$ cat config.mk
export PLATFORM = sky130hd
export DESIGN_NAME = serial_packet_ctrl
export DESIGN_NICKNAME = d
export VERILOG_FILES = /design/src/rtl/serial_packet_ctrl.sv
export SDC_FILE = /design/constraint.sdc
export NUM_CORES = 1
export LEC_CHECK = 0
export BUFFER_PORTS_ARGS = -buffer_cell sky130_fd_sc_hd__buf_2
export CAP_MARGIN = 20
export CORE_MARGIN = 4
export CORE_UTILIZATION = 40
export CTS_CLUSTER_DIAMETER = 80
export DETAILED_ROUTE_END_ITERATION = 10
export GPL_TIMING_DRIVEN = 0
export PLACE_DENSITY = 0.68
export SLEW_MARGIN = 20
export SYNTH_ARGS = -nofsm -noshare
export SYNTH_HDL_FRONTEND = slang
export SYNTH_SLANG_ARGS = --single-unit
$ cat constraint.sdc
create_clock -name clock -period 2 [get_ports clock]
set_clock_uncertainty 0.15 [all_clocks]
set_input_delay 0.1 -clock clock [delete_from_list [all_inputs] [get_ports clock]]
set_output_delay 0.1 -clock clock [all_outputs]
set_load 0.005 [all_outputs]
$ cat src/rtl/serial_packet_ctrl.sv
// Receive-side sequencer for the push-button serial link: start bit, 2-bit port, length field, data bits.
// Latency: registered outputs update SYNC_STAGES+1 clock edges after clk_pb is first sampled high.
// Backpressure: none; the sender paces every bit by hand, one strobe per clk_pb rise.
module serial_packet_ctrl #(
    parameter int LEN_BITS    = 4,
    parameter int SYNC_STAGES = 2
) (
    input  logic                clock,
    input  logic                reset,
    input  logic                ser_in,
    input  logic                clk_pb,
    output logic [3:0]          port_sel,
    output logic                ser_out,
    output logic                ser_out_valid,
    output logic                done,
    output logic                busy,
    output logic [LEN_BITS-1:0] data_remaining
);

    typedef enum logic [2:0] {
        S_IDLE,
        S_ADDR,
        S_LEN,
        S_DATA,
        S_DONE
    } state_t;

    // Wide enough to count up to LEN_BITS-1 even when LEN_BITS is small.
    localparam int CW = $clog2(LEN_BITS + 1);

    logic [SYNC_STAGES-1:0] pb_sync_q;
    logic [SYNC_STAGES-1:0] ser_sync_q;
    logic                   edge_pb_q;
    logic                   strobe;
    logic                   sbit;

    state_t                 state_q, state_d;
    logic [CW-1:0]          cnt_q, cnt_d;
    logic [1:0]             addr_q, addr_d;
    logic [LEN_BITS-1:0]    len_q, len_d;
    logic [LEN_BITS-1:0]    len_shift;
    logic [LEN_BITS-1:0]    rem_q, rem_d;
    logic [3:0]             port_sel_q, port_sel_d;
    logic                   ser_out_q, ser_out_d;
    logic                   valid_q, valid_d;
    logic                   done_q, done_d;
    logic                   busy_q, busy_d;

    // Bring the button clock and data line into the clock domain; edge_pb_q remembers the previous synced level.
    always_ff @(posedge clock or negedge reset) begin
        if (!reset) begin
            pb_sync_q  <= '0;
            ser_sync_q <= '0;
            edge_pb_q  <= 1'b0;
        end else begin
            pb_sync_q  <= {pb_sync_q[SYNC_STAGES-2:0], clk_pb};
            ser_sync_q <= {ser_sync_q[SYNC_STAGES-2:0], ser_in};
            edge_pb_q  <= pb_sync_q[SYNC_STAGES-1];
        end
    end

    // One-cycle strobe per clk_pb rise, however long the button is held; the bit is sampled alongside it.
    assign strobe    = pb_sync_q[SYNC_STAGES-1] & ~edge_pb_q;
    assign sbit      = ser_sync_q[SYNC_STAGES-1];
    assign len_shift = (len_q << 1) | LEN_BITS'(sbit);

    // State and output registers; every output leaves the block from a flop.
    always_ff @(posedge clock or negedge reset) begin
        if (!reset) begin
            state_q    <= S_IDLE;
            cnt_q      <= '0;
            addr_q     <= '0;
            len_q      <= '0;
            rem_q      <= '0;
            port_sel_q <= '0;
            ser_out_q  <= 1'b0;
            valid_q    <= 1'b0;
            done_q     <= 1'b0;
            busy_q     <= 1'b0;
        end else begin
            state_q    <= state_d;
            cnt_q      <= cnt_d;
            addr_q     <= addr_d;
            len_q      <= len_d;
            rem_q      <= rem_d;
            port_sel_q <= port_sel_d;
            ser_out_q  <= ser_out_d;
            valid_q    <= valid_d;
            done_q     <= done_d;
            busy_q     <= busy_d;
        end
    end

    // Packet parser: every field advances only on a strobe, except the single-cycle DONE state.
    always_comb begin
        state_d    = state_q;
        cnt_d      = cnt_q;
        addr_d     = addr_q;
        len_d      = len_q;
        rem_d      = rem_q;
        port_sel_d = port_sel_q;
        ser_out_d  = ser_out_q;
        valid_d    = 1'b0;

        case (state_q)
            S_IDLE: begin
                // A 0 on the idling-high line is the start bit.
                if (strobe && !sbit) begin
                    state_d = S_ADDR;
                    cnt_d   = '0;
                end
            end
            S_ADDR: begin
                if (strobe) begin
                    addr_d = {addr_q[0], sbit};
                    if (cnt_q == CW'(1)) begin
                        state_d = S_LEN;
                        cnt_d   = '0;
                    end else begin
                        cnt_d = cnt_q + CW'(1);
                    end
                end
            end
            S_LEN: begin
                if (strobe) begin
                    len_d = len_shift;
                    if (cnt_q == CW'(LEN_BITS - 1)) begin
                        // Port is committed together with the length so the display sees both at once.
                        rem_d      = len_shift;
                        port_sel_d = 4'b0001 << addr_q;
                        state_d    = (len_shift == '0) ? S_DONE : S_DATA;
                        cnt_d      = '0;
                    end else begin
                        cnt_d = cnt_q + CW'(1);
                    end
                end
            end
            S_DATA: begin
                if (strobe) begin
                    ser_out_d = sbit;
                    valid_d   = 1'b1;
                    if (rem_q != '0) begin
                        rem_d = rem_q - LEN_BITS'(1);
                    end
                    if (rem_q <= LEN_BITS'(1)) begin
                        state_d = S_DONE;
                    end
                end
            end
            S_DONE: begin
                // Any strobe landing here is dropped; the protocol never sends one.
                state_d    = S_IDLE;
                port_sel_d = '0;
            end
            default: begin
                state_d    = S_IDLE;
                port_sel_d = '0;
            end
        endcase

        done_d = (state_d == S_DONE);
        busy_d = (state_d != S_IDLE);
    end

    assign port_sel       = port_sel_q;
    assign ser_out        = ser_out_q;
    assign ser_out_valid  = valid_q;
    assign done           = done_q;
    assign busy           = busy_q;
    assign data_remaining = rem_q;

endmodule

# --- Word level (Yosys, flattened, before mapping) ---
# Cells that the tools add are included.
totals:
  register_bits: 28
  out_inout_bits: 12
  wordCells: 73
classes:
  addsub: 2
  magnitude_cmp: 1
  n_eq_ne: 12
  n_shift: 1
  muxes: 25
  n_bitwise: 4
  n_reduce_logical: 15
ops:
  columns: ["cell", "count"]
  rows:
  - ["$mux 3", 13]
  - ["$mux 4", 6]
  - ["$pmux 4 s2", 2]
  - ["$ne 2x2->1 const B", 6]
  - ["$pmux 3 s4", 1]
  - ["$eq 3x2->1 const B", 3]
  - ["$pmux 3 s3", 1]
  - ["$eq 3x1->1 const B", 2]
  - ["$reduce_and 2->1", 3]
  - ["$reduce_bool 3->1", 2]
  - ["$reduce_and 5->1", 1]
  - ["$le 4x1->1 const B", 1]
  - ["$logic_not 4->1", 1]
  - ["$or 4x1->4", 1]
  - ["$reduce_and 4->1", 1]
  - ["$reduce_bool 4->1", 1]
  - ["$shl 1x2->4 const A", 1]
  - ["$sub 4x1->4 const B", 1]
  - ["$add 3x1->3 const B", 1]
  - ["$eq 3x3->1 const B", 1]
  - ["$logic_not 3->1", 1]
  - ["$reduce_and 3->1", 1]
  - ["$reduce_or 3->1", 1]
  - ["$mux 1", 2]
  - ["other kinds (5)", 6]

# --- Depth between registers and ports, before layout ---
logic_depth:
  ltp_word: 7
  ltp_mapped: 6
  mapped_depth_nobuf: 6

# --- Worst setup path before layout ---
# OpenSTA, ideal clock, no wires.
synth_timing:
  kind: "flip-flop to flip-flop"
  from: "register cnt_q[0]"
  to: "register rem_q[0] (netlist: data_remaining[0])"
  t_arrival_ns: 1.485
  setup_slack_ns: 0.224
  stages_incl_launch_ff: 7
  n_path_buf: 0
  path_cell_list: "dfrtp_1 > ha_1 > ha_1 > nand3b_1 > or3_1 > a21oi_1 > a221oi_1"
synth_between:
  elab_chain_len: 3
synth_rtl:
  columns: ["element", "line", "rtl"]
  rows:
  - ["start, declared", "38", "logic [CW-1:0] cnt_q, cnt_d;"]
  - ["start signal, assigned", "82", "cnt_q <= cnt_d;"]
  - ["$eq 3x2->1", "127", "if (cnt_q == CW'(LEN_BITS - 1)) begin"]
  - ["$ne 2x2->1 (no line)", null, null]
  - ["$reduce_and 5->1 (no line)", null, null]
  - ["end signal, assigned", "85", "rem_q <= rem_d;"]
  - ["end, declared", "42", "logic [LEN_BITS-1:0] rem_q, rem_d;"]
# Every way passes these cells.
# A chain may end at the register's enable or synchronous reset.

# --- Worst setup path after layout ---
# Same ends and word-level chain as after synthesis.

==> qor.yml <==
combPwrFrac: 0.391
crit_chain: "ha_2 -> ha_4 -> nand3b_1 -> or3_1 -> a21oi_1 -> a221oi_1"
required_ns: 2.07
hold_violations: 0
finalCriticalPeriod_ns: 1.916
die_area_um2: 4521
syn-mean-instance-area_um2: 10.80
io-pin-count: 16
post_drt_wl_per_cell_um: 14.44
place.gp.congestion: 0.8961
register_area_um2: 700.7
ys_warn_count: 0
p_leak_nw: 0.7198
swShare: 0.3671
slew_viol_final: 0
cp_slowest_cell: "dfrtp_1"
crit_start: "cnt_q[0]"
grt_max_degree: 29
final_cell_mix: "28 x dfrtp_1, 15 x buf_2, 13 x nand2_1, 9 x a21oi_1, 7 x nor2_1"
grt_pass1_vias: 1051
crit_path_max_fanout: 6
initialDrtViolationCount: 67
timing.setup.tns_ns: 0
layout-drive-gt1-share: 0.2273
maxCapViolations: 0
final_nets: 166
ys_seq_area_frac: 0.4991
r2r_end: "data_remaining[0]"
cts_root_buf: "clkbuf_4"
coreArea_um2: 3363
power_density_nw_per_um2: 1232
firstDrtPassIters: 4
syn_nets: 141
n_antenna_cell: 0
die_w_um: 67.24
post-route-period-util: 0.9578
port_buffers: 15
p_clk_frac: 0.184
drtAntennaViolNets: 0
synth-seq-cells: 28
rrSetupSlack_ns: 0.08
multi_input_area_um2: 696.9
final_common_cell: "dfrtp_1"
cts_buffers: 3
post_drt_via_cell_ratio: 5.415
antenna_found_initial: 0
cts.sinks: 28
htreeDepth: 1
power_switching_uw: 750.0
worst_hold_slack_ns: 0.1356
clock_latency_ns: 0.34
grt_pass1_wl_um: 4995
overflow: 0
hpwl_um: 2047
fp-row-count: 21
synthesis.area_um2: 1404
fmax_ghz: 0.5220
path_clk_slew_ns: 0.15
vias: 1083
crit_end: "data_remaining[0]"
worstSetupPathType: "register to register"
hp-class: "primary input to async pin"
synthCells: 130
cts_buffer_depth: 2
irDropWorstVdd_v: 0.0007476
finalWirelength_um: 2887
tightest_slew_ns: 0.6266
grt_usage: 0.1464
power.internal_mw: 1.293
initial_utilization: 0.4174
max-slew-margin-rel: 0.5823
crit_path_end_kind: "register"
area_growth_pct: 18.09
status: "finished, final reports clean"
synth_cell_type_count: 38
drc: 0
critPathArrivalTime_ns: 1.98
die_h_um: 67.24
cp_slowest_stage_delay_ns: 0.43
cts_tree: "yes"
cp-start-kind: "register"
ff2ff_path_depth: 6
regToRegStartpoint: "cnt_q[0]"
seqPwrFrac: 0.425
finalSetupViolCount: 0
num-fill-cells: 345
## Yosys cell counts
cell        n  area share
dfrtp_1    28        0.50
nand2_1    13       0.035
a21oi_1     9       0.032
ha_1        7       0.062
nor2_1      7       0.019
inv_1       6       0.016
mux2_2      6       0.048
o21ai_0     6       0.021
nor2b_1     4       0.018
nand3_1     3       0.011
nand3b_1    3       0.016
or3_1       3       0.013
and2b_1     2       0.011
clkbuf_1    2      0.0053
mux2i_1     2       0.014
nand2b_1    2      0.0089
nor3_1      2      0.0071
nor3b_1     2       0.011
o21a_1      2       0.011
o21bai_1    2       0.011
o2bb2ai_1   2       0.012
a2111oi_4   1       0.020
a211oi_1    1      0.0053
a221oi_1    1      0.0062
a22o_1      1      0.0062
a31oi_1     1      0.0045
a41oi_1     1      0.0062
and4bb_2    1      0.0089
nand2b_4    1      0.0098
nand3_2     1      0.0071
nand4_1     1      0.0045
nor2_2      1      0.0045
o211ai_1    1      0.0053
o22ai_1     1      0.0045
o311ai_1    1      0.0062
o31ai_2     1      0.0089
or2b_1      1      0.0053
or4_1       1      0.0053
## power by group through the flow
stage | clock (mW) | combinational, mW | sequential (mW)
finish | 0.375 | 0.799 | 0.868
global route | 0.403 | 0.914 | 0.900
CTS | 0.380 | 0.763 | 0.867
detailed placement | 0 | 0.746 | 0.878
global placement | 0 | 0.727 | 0.865
floorplan | 0 | 0.551 | 0.848
## how the worst min path moves through the flow
stage | slack, ns | start | end | cells after the start
CTS | 0.16 | reset | data_remaining[1] | 2
global route | 0.18 | reset | data_remaining[1] | 2
detailed placement | 0.001 | reset | data_remaining[1] | 1
floorplan | -0.35 | reset | addr_q[0] | 0
global placement | -0.01 | reset | data_remaining[1] | 1
finish | 0.14 | reset | data_remaining[1] | 2
## layout make-up
class,count,area share
multi-input cells,94,0.4204
repair buffers,20,0.07245
inverters,6,0.01358
clock inverters,1,0.01811
well taps,46,0.03472
plain buffers,2,0.004528
clock buffers,3,0.01358
flip-flops and latches,28,0.4226
## timing repair
item	4_1_cts	5_1_grt
setup buffers	0	2
hold endpoints to repair	30	0
hold buffers	3	0
gates resized for setup	1	3
setup endpoints to repair	1	5
## routing by layer
metal | part of all wire | vias up | GRT usage
met3 | 0.054 | 2 | 0.04493
met1 | 0.42 | 539 | 0.1811
li1 | - | 517 | -
met2 | 0.52 | 25 | 0.2515
met5 | 0 | - | 0
met4 | 0.0073 | 0 | 0.03038
## worst max-delay path: cells and delay by family, from the launching register on
kind,cells,cell delay [ns]
fa+ha+maj,2,0.41
compound gates,2,0.22
simple gates,2,0.58
flops,1,0.43
## through the flow
| stage | cell area, µm² | power, mW | utilization | worst slack, ns | std cells |
|---|---|---|---|---|---|
| 6_report | 1658 | 2.043 | 0.4929 | 0.08442 | 200 |
| 5_1_grt | 1658 | 2.217 | 0.4929 | -0.01209 | 200 |
| 4_1_cts | 1622 | 2.010 | 0.4821 | 0.01461 | 198 |
| 3_5_place_dp | 1536 | 1.624 | 0.4568 | -0.02408 | 191 |
| 3_3_place_gp | 1536 | 1.592 | 0.4568 | 0.05903 | 191 |
| 2_1_floorplan | 1404 | 1.399 | - | 0.2238 | 130 |
## flip-flops by register name (all words and copies together), names as in the netlist
register,cells
port_sel,4
pb_sync_q,2
data_remaining,4
edge_pb_q,1
cnt_q,3
ser_sync_q,2
ser_out,1
addr_q,2
state_q,3
ser_out_valid,1
done,1
len_q,3
busy,1
## kinds of logic after synthesis
logic type | Yosys count | share of synthesized area
buffers and inverters | 8 | 0.02139
AND/OR/NAND/NOR | 48 | 0.1943
adder cells (fa/ha/maj) | 7 | 0.06239
multiplexers | 8 | 0.06239
flip-flops | 28 | 0.4991
AO/OA/AOI/OAI | 31 | 0.1604
(Power assumes the default switching activity.)
